[src/rtl/vga_pixel_fetch.sv]
// Monochrome framebuffer pixel fetch for a VGA timing generator.
// Eight pixels per byte (MSB leftmost). A two-entry palette is double-buffered:
// writes land in a shadow bank and are committed to the active bank on the
// rising edge of vertical sync, so colours never change mid-frame.
module vga_pixel_fetch #(
  parameter logic [23:0] PAL0_RESET = 24'h000000,
  parameter logic [23:0] PAL1_RESET = 24'hFFFFFF
) (
  input  logic        clock,
  input  logic        reset_n,
  input  logic [18:0] mem_add,
  input  logic        vga_blank,
  input  logic        vga_hsync,
  input  logic        vga_vsync,
  output logic [15:0] fb_rd_addr,
  input  logic [7:0]  fb_rd_data,
  input  logic        pal_we,
  input  logic        pal_sel,
  input  logic [23:0] pal_data,
  output logic        pal_pending,
  output logic [15:0] frame_count,
  output logic [7:0]  vga_r,
  output logic [7:0]  vga_g,
  output logic [7:0]  vga_b,
  output logic        hsync_out,
  output logic        vsync_out,
  output logic        blank_out
);

  // Stage-1 registers (aligned with fb_rd_data)
  logic [2:0]  pix_s1_q;
  logic        blank_s1_q;
  logic        hsync_s1_q;
  logic        vsync_s1_q;

  // Palette banks
  logic [23:0] shadow0_q, shadow1_q;
  logic [23:0] active0_q, active1_q;
  logic        pending_q;
  logic [15:0] frame_count_q;

  // Stage-2 registers (outputs)
  logic [23:0] colour_q;
  logic        hsync_s2_q;
  logic        vsync_s2_q;
  logic        blank_s2_q;

  logic        commit;
  logic        pix_bit;
  logic [23:0] colour_d;

  assign fb_rd_addr = mem_add[18:3];

  // Rising vsync: the input is high while its one-cycle-old copy is low
  assign commit = vga_vsync & ~vsync_s1_q;

  // Pick the pixel bit and map it through the active palette
  always_comb begin
    colour_d = 24'h000000;
    pix_bit  = fb_rd_data[3'd7 - pix_s1_q];
    if (blank_s1_q) begin
      colour_d = pix_bit ? active1_q : active0_q;
    end
  end

  // Stage 1: pixel index within the byte and timing, one cycle behind the inputs
  always_ff @(posedge clock or negedge reset_n) begin
    if (!reset_n) begin
      pix_s1_q   <= 3'd0;
      blank_s1_q <= 1'b0;
      hsync_s1_q <= 1'b1;
      vsync_s1_q <= 1'b0;
    end else begin
      pix_s1_q   <= mem_add[2:0];
      blank_s1_q <= vga_blank;
      hsync_s1_q <= vga_hsync;
      vsync_s1_q <= vga_vsync;
    end
  end

  // Palette banks: shadow takes writes, active takes the pre-write shadow on commit
  always_ff @(posedge clock or negedge reset_n) begin
    if (!reset_n) begin
      shadow0_q <= PAL0_RESET;
      shadow1_q <= PAL1_RESET;
      active0_q <= PAL0_RESET;
      active1_q <= PAL1_RESET;
    end else begin
      if (pal_we) begin
        if (pal_sel) begin
          shadow1_q <= pal_data;
        end else begin
          shadow0_q <= pal_data;
        end
      end
      if (commit) begin
        active0_q <= shadow0_q;
        active1_q <= shadow1_q;
      end
    end
  end

  // Pending flag and frame counter; a write in the commit cycle keeps pending set
  always_ff @(posedge clock or negedge reset_n) begin
    if (!reset_n) begin
      pending_q     <= 1'b0;
      frame_count_q <= 16'h0000;
    end else begin
      if (pal_we) begin
        pending_q <= 1'b1;
      end else if (commit) begin
        pending_q <= 1'b0;
      end
      if (commit) begin
        frame_count_q <= frame_count_q + 16'd1;
      end
    end
  end

  // Stage 2: colour and timing registered together so they stay aligned
  always_ff @(posedge clock or negedge reset_n) begin
    if (!reset_n) begin
      colour_q   <= 24'h000000;
      hsync_s2_q <= 1'b1;
      vsync_s2_q <= 1'b0;
      blank_s2_q <= 1'b0;
    end else begin
      colour_q   <= colour_d;
      hsync_s2_q <= hsync_s1_q;
      vsync_s2_q <= vsync_s1_q;
      blank_s2_q <= blank_s1_q;
    end
  end

  assign vga_r       = colour_q[23:16];
  assign vga_g       = colour_q[15:8];
  assign vga_b       = colour_q[7:0];
  assign hsync_out   = hsync_s2_q;
  assign vsync_out   = vsync_s2_q;
  assign blank_out   = blank_s2_q;
  assign pal_pending = pending_q;
  assign frame_count = frame_count_q;

endmodule
[config.mk]
export PLATFORM = sky130hd
export DESIGN_NAME = vga_pixel_fetch
export DESIGN_NICKNAME = d
export VERILOG_FILES = /design/src/rtl/vga_pixel_fetch.sv
export SDC_FILE = /design/constraint.sdc
export NUM_CORES = 1
export LEC_CHECK = 0
export BUFFER_PORTS_ARGS = -buffer_cell sky130_fd_sc_hd__buf_2
export CORE_MARGIN = 4
export CORE_UTILIZATION = 49
export CTS_CLUSTER_SIZE = 20
export DETAILED_ROUTE_END_ITERATION = 7
export PLACE_DENSITY = 0.75
export SYNTH_ARGS = -nofsm -noshare
export SYNTH_HDL_FRONTEND = slang
export SYNTH_SLANG_ARGS = --single-unit
[constraint.sdc]
create_clock -name clock -period 1.8 [get_ports clock]
set_clock_uncertainty 0.15 [all_clocks]
set_input_delay 0.09 -clock clock [delete_from_list [all_inputs] [get_ports clock]]
set_output_delay 0.09 -clock clock [all_outputs]
set_load 0.05 [all_outputs]
==> metrics.cfg, run 1 <==
[critical_path]
required_ns = 1.94
worstSetupPathType = flip-flop to flip-flop
start_kind = flip-flop
crit_arrival_ns = 1.89
crit_fanout = 30
end_kind = flip-flop

[hold_path]
min_path_type = input pin to primary output

[timing]
fin_crit_sh_pct = 97.3
timing.final.setup_violations = 0
max_freq_mhz = 571
slew_headroom_pct = 65.5
post-route-worst-setup-slack_ns = 0.0478
fin_crit_ns = 1.75
rsz0062_at_grt = yes
finalHoldViolations = 0
worst_slew_pin_slew_ns = 0.517
slew_viol_final = 0

[place]
dp_cells = 607
place_hpwl_mm = 6.82
place_congestion = 0.792
portBuffers = 85
dpl_worst_slack_ns = 0.0416

[yosys]
yosys-top-cells-count = 97 x mux2_2, 96 x dfrtp_1, 50 x dfstp_2, 29 x nand2_1
synth.largest_area_cell = dfrtp_1
syn_area_mm2 = 0.00586
syn_area_per_cell_um2 = 14.5
yosys_register_bits = 146
syn-num-nets = 462
synth.most_common_cell = mux2_2
yosys_warnings = 0
synth_edf_count = 0
synthArstFlopShare_pct = 100
ys_seq_area_share_pct = 63.4
synthFlopType = dfrtp_1
ys_types = 32
syn-instance-count = 403
synth_top_cell_area_share_pct = 41.0
synth_area_leaders = dfrtp_1 41%, dfstp_2 22%, mux2_2 19%

[cts]
clkTransAtPathRegs_ns = 0.06
cts_buffers = 17
cts_root_buf = clkbuf_16
h-tree-depth = 4
clockBufferDepth = 2
clk_latency_ns = 0.41
post_cts_buffers = 0
cts.sinks = 146
cts_tree = done

[final_layout]
insertedDiodeCount = 0
syn_to_final_growth_pct = 25.3
fin_nets = 575
final_cells = 671
fillers = 882
drive_gt1_share_pct = 59.1

[routing]
vias_per_cell = 5.16
wire_per_inst_um = 15.8
drc = 0
drt_iter0_markers = 163
wirelength_mm = 10.6
vias = 3461
ant_nets = 0
first_pass_iters = 4

[grt]
grt_pass1_vias = 3671
antenna_found_initial = 0
grt_util_all_layers_pct = 16.9
overflow = 0
grt_start_max_net_pins = 57
grt_pass1_wl_mm = 18.6

[pwr]
p_leak_nw = 3.27
cellPowerDensity_mw_per_mm2 = 1310
vdd_drop_max_v = 0.000574

[floorplan]
dieArea_mm2 = 0.0138
row_count = 39
die_h_um = 117
start_util_pct = 50.7
dieWidth_um = 117
core_area_mm2 = 0.0116
io_pins = 118

[run]
max_cap_viol_count = 0

[outcome]
run_status = completed

==> placed cells by master (no fill, tap or decap), drive strengths merged <==
| cell type | count |
|---|---|
| nor2b | 2 |
| mux4 | 1 |
| nand2 | 29 |
| bufinv | 2 |
| ha | 1 |
| nand3 | 31 |
| o21bai | 1 |
| and4 | 1 |
| mux2i | 4 |
| clkbuf | 25 |
| clkinv | 4 |
| xnor2 | 9 |
| nand4b | 1 |
| dlygate4sd3 | 33 |
| nor4 | 1 |
| buf | 99 |
| dfstp | 50 |
| nor3 | 2 |
| inv | 1 |
| and3 | 2 |
| dfrtp | 96 |
| o21ai | 24 |
| nor2 | 3 |
| xor2 | 6 |
| mux2 | 97 |
| nand4 | 3 |
==> final timing paths <==
path / from / to / slack, ns / cells after the start
worst max register to register: pix_s1_q[0]$_DFF_PN0_ / colour_q[21]$_DFF_PN0_ / 0.05 / 5
worst max-delay path: pix_s1_q[0]$_DFF_PN0_ / colour_q[21]$_DFF_PN0_ / 0.05 / 5
max in group asynchronous: reset_n / shadow1_q[16]$_DFFE_PN1P_ / 0.78 / 3
min in group asynchronous: reset_n / active0_q[4]$_DFFE_PN0P_ / 0.06 / 2
worst min register to register: hsync_s1_q$_DFF_PN1_ / hsync_out$_DFF_PN1_ / 0.21 / 0
worst min-delay path: mem_add[12] / fb_rd_addr[9] / 0.03 / 0
==> worst max-delay path, stage by stage, from the launching register on <==
cell	delay, ns
dfrtp_2	0.44
mux2i_1	0.12
mux4_2	0.55
buf_12	0.21
nand3_2	0.08
o21ai_1	0.06
==> where the power goes <==
part           total (W)  internal [W]  switching (W)
Combinational    0.00183      0.000731        0.00110
Sequential       0.00442       0.00405       0.000367
Clock            0.00339       0.00217        0.00123
Total            0.00964       0.00695        0.00269
==> metal layers <==
layer	share of wire, %	wire [um]	up-vias	global-route usage, %
met4	2.4	257	0	7.84
met2	49	5250	82	26.5
met5	0	0	-	0
met3	4.8	505	27	5.68
met1	43	4600	1750	21.4
li1	-	-	1602	-
==> cell type report <==
type | instances | area [um^2] | area share, %
clock buffers | 25 | 495 | 6.75
clock inverters | 6 | 80.1 | 1.09
inverters | 1 | 3.75 | 0.0511
multi-input cells | 218 | 1900 | 25.9
flip-flops and latches | 146 | 3730 | 50.8
well taps | 143 | 179 | 2.44
repair buffers | 132 | 955 | 13.0
==> flip-flops by register name, indices dropped and copies added (netlist names) <==
register and count:
active0_q 24, pal_pending 1, blank_s1_q 1, shadow0_q 24, hsync_out 1, vsync_s1_q 1, pix_s1_q 3, active1_q 24
shadow1_q 24, hsync_s1_q 1, blank_out 1, vsync_out 1, colour_q 24, frame_count 16
==> cell families after synthesis <==
logic type                 share of synthesized area (%)
DFF                                                 63.4
muxes                                               19.7
and+or+nand+nor                                     7.38
buffers and inverters                               4.52
AOI/OAI and AO/OA                                   2.56
xor gates and xnor gates                            2.24
adders and majority gates                          0.213
==> timing repair <==
action                     CTS  global route
hold buffers                33             0
gates resized for setup      0             3
hold endpoints to repair   170             0
setup endpoints to repair    0            18
==> stage by stage <==
stage               TNS [ns]  power (W)  hold slack (ns)  utilization [%]  instance area, um^2
detailed placement         0    0.00628          -0.0637             55.6                 6430
finish                     0    0.00964           0.0300             63.5                 7350
floorplan                  0    0.00582           -0.356                -                 5880
CTS                        0    0.00977           0.0304             63.5                 7340
global route         -0.0318     0.0101           0.0301             63.5                 7350
global placement           0    0.00619          -0.0687             55.6                 6430
(Power assumes the default switching activity.)
==> run 2: changes to the inputs <==
Settings changed: ABC_AREA set to 1.
==> metrics.cfg, run 2 <==
[outcome]
run_status = completed  ; unchanged

[critical_path]
worst_r2r_endpoint = frame_count[10]$_DFFE_PN0P_  ; was colour_q[21]$_DFF_PN0_
crit_fanout = 4  ; was 30
start_kind = flip-flop  ; unchanged
required_ns = 1.98  ; was 1.94 ns
crit_arrival_ns = 1.84  ; was 1.89 ns
r2r-start = frame_count[0]$_DFFE_PN0P_  ; was pix_s1_q[0]$_DFF_PN0_
rrSetupSlack_ns = 0.14  ; was 0.05 ns
end_kind = flip-flop  ; unchanged
worstSetupPathType = flip-flop to flip-flop  ; unchanged
reg2regPathDepth = 6  ; was 5

[cts]
cts.sinks = 146  ; unchanged
cts_buffers = 17  ; unchanged
clockBufferDepth = 2  ; unchanged
h-tree-depth = 4  ; unchanged
cts_root_buf = clkbuf_16  ; unchanged
clk_latency_ns = 0.41  ; about the same
clkTransAtPathRegs_ns = 0.06  ; about the same
cts_tree = done  ; unchanged

[yosys]
yosys-top-cells-count = 211 x nand2_1, 96 x dfrtp_1, 69 x o21ai_0, 68 x inv_1, 60 x nor2_1  ; was 97 x mux2_2, 96 x dfrtp_1, 50 x dfstp_2, 29 x nand2_1
synth_edf_count = 0  ; unchanged
synth_top_cell_area_share_pct = 40.0  ; was 41.0%
yosys_warnings = 0  ; unchanged
synth.largest_area_cell = dfrtp_1  ; unchanged
ys_seq_area_share_pct = 61.9  ; was 63.4%
synthArstFlopShare_pct = 100  ; unchanged
synthFlopType = dfrtp_1  ; unchanged
synth.most_common_cell = nand2_1  ; was mux2_2
syn-instance-count = 660  ; was 403
synth_area_leaders = dfrtp_1 40%, dfstp_2 22%, nand2_1 13%  ; was dfrtp_1 41%, dfstp_2 22%, mux2_2 19%
yosys_register_bits = 146  ; unchanged
syn_area_per_cell_um2 = 9.10  ; was 14.5 um^2
ys_types = 26  ; was 32
syn-num-nets = 719  ; was 462
syn_area_mm2 = 0.00600  ; was 0.00586 mm^2

[final_layout]
postLayoutCoreUtil_pct = 61.5  ; was 63.5%
drive_gt1_share_pct = 23.9  ; was 59.1%
syn_to_final_growth_pct = 23.0  ; was 25.3%
final_cell_mix = 211 x nand2_1, 94 x dfrtp_1, 84 x buf_2  ; was 97 x mux2_2, 84 x buf_2, 83 x dfrtp_1
final_common_cell = nand2_1  ; was mux2_2
insertedDiodeCount = 0  ; unchanged
fin_nets = 821  ; was 575
fillers = 1000  ; was 882

[place]
portBuffers = 85  ; unchanged
place_hpwl_mm = 7.98  ; was 6.82 mm
place_congestion = 0.815  ; was 0.792
dpl_worst_slack_ns = 0.0363  ; was 0.0416 ns

[hold_path]
min_path_type = input pin to primary output  ; unchanged
min_path_cells = 0  ; unchanged
worstHoldStart = mem_add[11]  ; was mem_add[12]
worst_hold_path.endpoint = fb_rd_addr[8]  ; was fb_rd_addr[9]

[routing]
first_pass_iters = 5  ; was 4
wirelength_mm = 12.7  ; was 10.6 mm
ant_nets = 0  ; unchanged
vias_per_cell = 4.94  ; was 5.16
vias = 4558  ; was 3461
drc = 0  ; unchanged
drt_iter0_markers = 306  ; was 163
wire_per_inst_um = 13.8  ; was 15.8 um

[floorplan]
dieWidth_um = 119  ; was 117 um
core_area_mm2 = 0.0120  ; was 0.0116 mm^2
io_pins = 118  ; unchanged
dieArea_mm2 = 0.0141  ; was 0.0138 mm^2
start_util_pct = 50.0  ; was 50.7%
die_h_um = 119  ; was 117 um
row_count = 40  ; was 39

[timing]
fin_crit_ns = 1.66  ; was 1.75 ns
worst_slew_pin_slew_ns = 0.472  ; was 0.517 ns
slew_viol_final = 0  ; unchanged
finalHoldViolations = 0  ; unchanged
timing.final.setup_violations = 0  ; unchanged
post-route-worst-setup-slack_ns = 0.138  ; was 0.0478 ns
rsz0062_at_grt = no  ; was yes
finalSetupTns_ns = 0  ; unchanged
slew_headroom_pct = 68.5  ; was 65.5%
fin_crit_sh_pct = 92.3  ; was 97.3%
holdWs_ns = 0.0300  ; about the same
max_freq_mhz = 602  ; was 571 MHz

[grt]
grt_pass1_vias = 4614  ; was 3671
grt_start_max_net_pins = 73  ; was 57
grt_util_all_layers_pct = 19.1  ; was 16.9%
overflow = 0  ; unchanged
grt_pass1_wl_mm = 21.8  ; was 18.6 mm
antenna_found_initial = 0  ; unchanged

[pwr]
p_leak_nw = 3.81  ; was 3.27 nW
cellPowerDensity_mw_per_mm2 = 1220  ; was 1310 mW/mm^2
vdd_drop_max_v = 0.000587  ; was 0.000574 V
total_power_w = 0.00903  ; was 0.00964 W

[run]
max_cap_viol_count = 0  ; unchanged

-- run 2: cell types whose count changed after synthesis, moves of 5 or more --
cell / delta
o21ai_0: +65
o21ai_2: -6
nand3_2: -10
nand2_1: +182
mux2_2: -97
o21ai_1: -10
buf_2: +5
nor2_1: +57
nand3_1: +12
inv_1: +67
-- run 2: final cells by class --
class	count	area, um^2	share of cell area (%)
clock buffers	28	507	6.86
flip-flops and latches	146	3720	50.4
inverters	69	259	3.51
multi-input cells	400	1770	24.0
repair buffers	128	872	11.8
clock inverters	4	72.6	0.983
well taps	147	184	2.49
-- run 2: cell families after synthesis --
logic type	share of synthesized area (%)
buf+inv	8.71
compound gates	6.27
xor+xnor	1.75
fa+ha+maj	0.208
simple gates	21.2
flops	61.9
-- run 2: worst max-delay path by stage --
stage	to	slack (ns)	cells after the start	start
3_5_place_dp	colour_q[21]$_DFF_PN0_	0.04	7	pix_s1_q[0]$_DFF_PN0_
5_1_grt	frame_count[10]$_DFFE_PN0P_	0.02	6	frame_count[0]$_DFFE_PN0P_
4_1_cts	frame_count[10]$_DFFE_PN0P_	0.12	6	frame_count[0]$_DFFE_PN0P_
6_report	frame_count[10]$_DFFE_PN0P_	0.14	6	frame_count[0]$_DFFE_PN0P_
3_3_place_gp	colour_q[1]$_DFF_PN0_	0.15	7	pix_s1_q[0]$_DFF_PN0_
2_1_floorplan	frame_count[13]$_DFFE_PN0P_	0.09	7	frame_count[2]$_DFFE_PN0P_
-- run 2: what timing repair did --
action                     CTS  global route
buffers inserted             0             0
hold endpoints to repair   172             0
setup endpoints to repair    1             0
hold buffers                32             0
resized for setup            1             0
-- run 2: metal layers --
metal / global-route usage [%] / vias to the layer above / share of wire [%]
met3: 4.59 / 20 / 5.0
met1: 23.4 / 2201 / 42
met2: 33.5 / 126 / 51
li1: - / 2211 / -
met5: 0 / - / 0
met4: 5.58 / 0 / 1.4
-- run 2: worst max-delay path, cell delays in order (launching register included) --
cell	delay, ns
dfrtp_2	0.39
ha_1	0.17
nand3_1	0.08
nor2_1	0.26
nand3b_1	0.17
nor2_1	0.18
xor2_1	0.17
-- run 2: where the power goes --
group	internal [W]	switching, W	total (W)
sequential	0.00384	0.000258	0.00410
clock	0.00219	0.00121	0.00340
combinational	0.000461	0.00107	0.00153
-- run 2: per-stage QoR --
step	cell area, um^2	cells
2_1_floorplan	6010	660
3_3_place_gp	6480	858
3_5_place_dp	6480	858
4_1_cts	7380	922
5_1_grt	7380	922
6_report	7380	922
==> run 3: changes to the inputs <==
Settings changed: CORE_UTILIZATION 49 to 55, PLACE_DENSITY 0.75 to 0.8.
Clock period 1.8 ns to 1.75 ns, I/O delays scaled along.
==> metrics.cfg, run 3 (synthesized netlist as in run 2, its figures left out) <==
[outcome]
run_status = completed  ; unchanged

[cts]
cts.sinks = 146  ; unchanged
clk_latency_ns = 0.53  ; was 0.41 ns
cts_tree = done  ; unchanged
h-tree-depth = 4  ; unchanged
clkTransAtPathRegs_ns = 0.06  ; about the same
cts_buffers = 17  ; unchanged
cts_root_buf = clkbuf_8  ; was clkbuf_16
clockBufferDepth = 2  ; unchanged

[routing]
wirelength_mm = 13.9  ; was 12.7 mm
first_pass_iters = 6  ; was 5
drt_iter0_markers = 365  ; was 306
top_layer = met4  ; unchanged
drc = 0  ; unchanged
wl_met2_mm = 7.03  ; was 6.51 mm
vias = 4748  ; was 4558
wire_per_inst_um = 15.0  ; was 13.8 um
met1_length_mm = 5.70  ; was 5.40 mm
ant_nets = 0  ; unchanged
vias_per_cell = 5.14  ; was 4.94
met3WireLength_um = 824  ; was 630 um

[timing]
slew_headroom_pct = 69.7  ; was 68.5%
worst_slew_pin_slew_ns = 0.454  ; was 0.472 ns
finalHoldViolations = 0  ; unchanged
finalSetupTns_ns = 0  ; unchanged
slew_viol_final = 0  ; unchanged
fin_crit_ns = 1.65  ; was 1.66 ns
max_freq_mhz = 606  ; was 602 MHz
fin_crit_sh_pct = 94.2  ; was 92.3%
timing.final.setup_violations = 0  ; unchanged

[critical_path]
path_cells = inv_2, nand2_1, nand3_2, nand2_1, nand2_1, nand2_8, nor2_1, nor2_1  ; was ha_1, nand3_1, nor2_1, nand3b_1, nor2_1, xor2_1
crit_arrival_ns = 1.90  ; was 1.84 ns
crit_buf_inv = 1  ; was 0
start_kind = flip-flop  ; unchanged
end_kind = flip-flop  ; unchanged
crit_fanout = 24  ; was 4
crit_family = simple AND/OR/NAND/NOR gates  ; unchanged
required_ns = 2.01  ; was 1.98 ns
cp_common_cell = nand2_1  ; was nor2_1
worstSetupPathType = flip-flop to flip-flop  ; unchanged
cpPeakStageDelay_ns = 0.42  ; was 0.39 ns
crit_slowest_cell = dfrtp_1  ; was dfrtp_2

[floorplan]
io_pins = 118  ; unchanged
die_h_um = 112  ; was 119 um
row_count = 37  ; was 40
dieWidth_um = 112  ; was 119 um
dieArea_mm2 = 0.0127  ; was 0.0141 mm^2
start_util_pct = 57.4  ; was 50.0%
core_area_mm2 = 0.0105  ; was 0.0120 mm^2

[pwr]
p_leak_nw = 3.92  ; was 3.81 nW
cellPowerDensity_mw_per_mm2 = 1290  ; was 1220 mW/mm^2
vdd_drop_max_v = 0.000918  ; was 0.000587 V

[place]
placed_area_mm2 = 0.00650  ; was 0.00648 mm^2
portBuffers = 85  ; unchanged
place_hpwl_mm = 8.29  ; was 7.98 mm
place_congestion = 0.821  ; was 0.815

[grt]
grt_util_all_layers_pct = 23.1  ; was 19.1%
antenna_found_initial = 0  ; unchanged
grt_pass1_wl_mm = 23.1  ; was 21.8 mm
grt_start_max_net_pins = 76  ; was 73
grt_pass1_vias = 4947  ; was 4614
overflow = 0  ; unchanged

[final_layout]
fillers = 741  ; was 1000
insertedDiodeCount = 0  ; unchanged
final_common_cell = nand2_1  ; unchanged
fin_nets = 834  ; was 821
design_area_mm2 = 0.00761  ; was 0.00738 mm^2
postLayoutCoreUtil_pct = 72.7  ; was 61.5%
syn_to_final_growth_pct = 26.8  ; was 23.0%
final_cell_mix = 211 x nand2_1, 94 x dfrtp_1, 84 x buf_2  ; unchanged
drive_gt1_share_pct = 24.2  ; was 23.9%

[hold_path]
min_path_type = input pin to asynchronous set/reset pin  ; was input pin to primary output

[run]
max_cap_viol_count = 0  ; unchanged

==> run 3: cell types whose count changed in the layout (fill, tap and decap cells not counted) <==
cell,delta
buf_6,+1
clkbuf_1,-4
clkinv_4,+1
nand2_4,-1
clkbuf_16,-1
bufinv_16,+3
nand2_8,+1
buf_12,+3
dlygate4sd3_1,+11
clkinv_2,+1
buf_4,-2
==> run 3: worst paths after layout <==
kind	start	end	slack, ns	depth (start not counted)
hold / removal	reset_n	shadow1_q[11]$_DFFE_PN1P_	0.03	2
hold reg to reg	hsync_s1_q$_DFF_PN1_	hsync_out$_DFF_PN1_	0.21	0
setup / recovery	pix_s1_q[0]$_DFF_PN0_	colour_q[10]$_DFF_PN0_	0.10	8
max in group asynchronous	reset_n	shadow1_q[5]$_DFFE_PN1P_	1.10	3
min in group clock	mem_add[13]	fb_rd_addr[10]	0.03	0
setup reg to reg	pix_s1_q[0]$_DFF_PN0_	colour_q[10]$_DFF_PN0_	0.10	8
==> run 3: layout make-up <==
cell class	count	area [um^2]	share of cell area (%)
Clock inverter	9	176	2.32
Inverter	69	259	3.40
Sequential cell	146	3720	48.9
Tap cell	136	170	2.24
Timing Repair Buffer	141	1040	13.6
Clock buffer	23	467	6.13
Multi-Input combinational cell	400	1780	23.4
==> run 3: layer usage <==
layer,global-route usage (%),up-vias
met5,0,-
met4,10.9,0
met3,5.44,36
met2,38.7,172
met1,28.3,2302
li1,-,2238
==> run 3: timing repair <==
item                       CTS  global route
setup endpoints to repair    0             3
hold endpoints to repair   214             0
gates resized for setup      0             3
hold buffers                44             0
setup buffers                0             0
==> run 3: per-stage QoR <==
stage          setup slack, ns  std cells  hold slack, ns  power, W
2_1_floorplan           0.0422        660          -0.358   0.00540
3_3_place_gp             0.248        848          -0.137   0.00572
3_5_place_dp             0.183        848          -0.134   0.00580
4_1_cts                  0.121        924          0.0199   0.00981
5_1_grt                -0.0141        924          0.0251    0.0102
6_report                 0.101        924          0.0250   0.00979
==> run 3: report_power, final <==
| part | leakage (nW) | switching, W | internal [W] | total, W |
|---|---|---|---|---|
| logic | 1.86 | 0.00116 | 0.000528 | 0.00169 |
| clock network | 0.312 | 0.00131 | 0.00257 | 0.00389 |
| registers | 1.75 | 0.000266 | 0.00395 | 0.00422 |
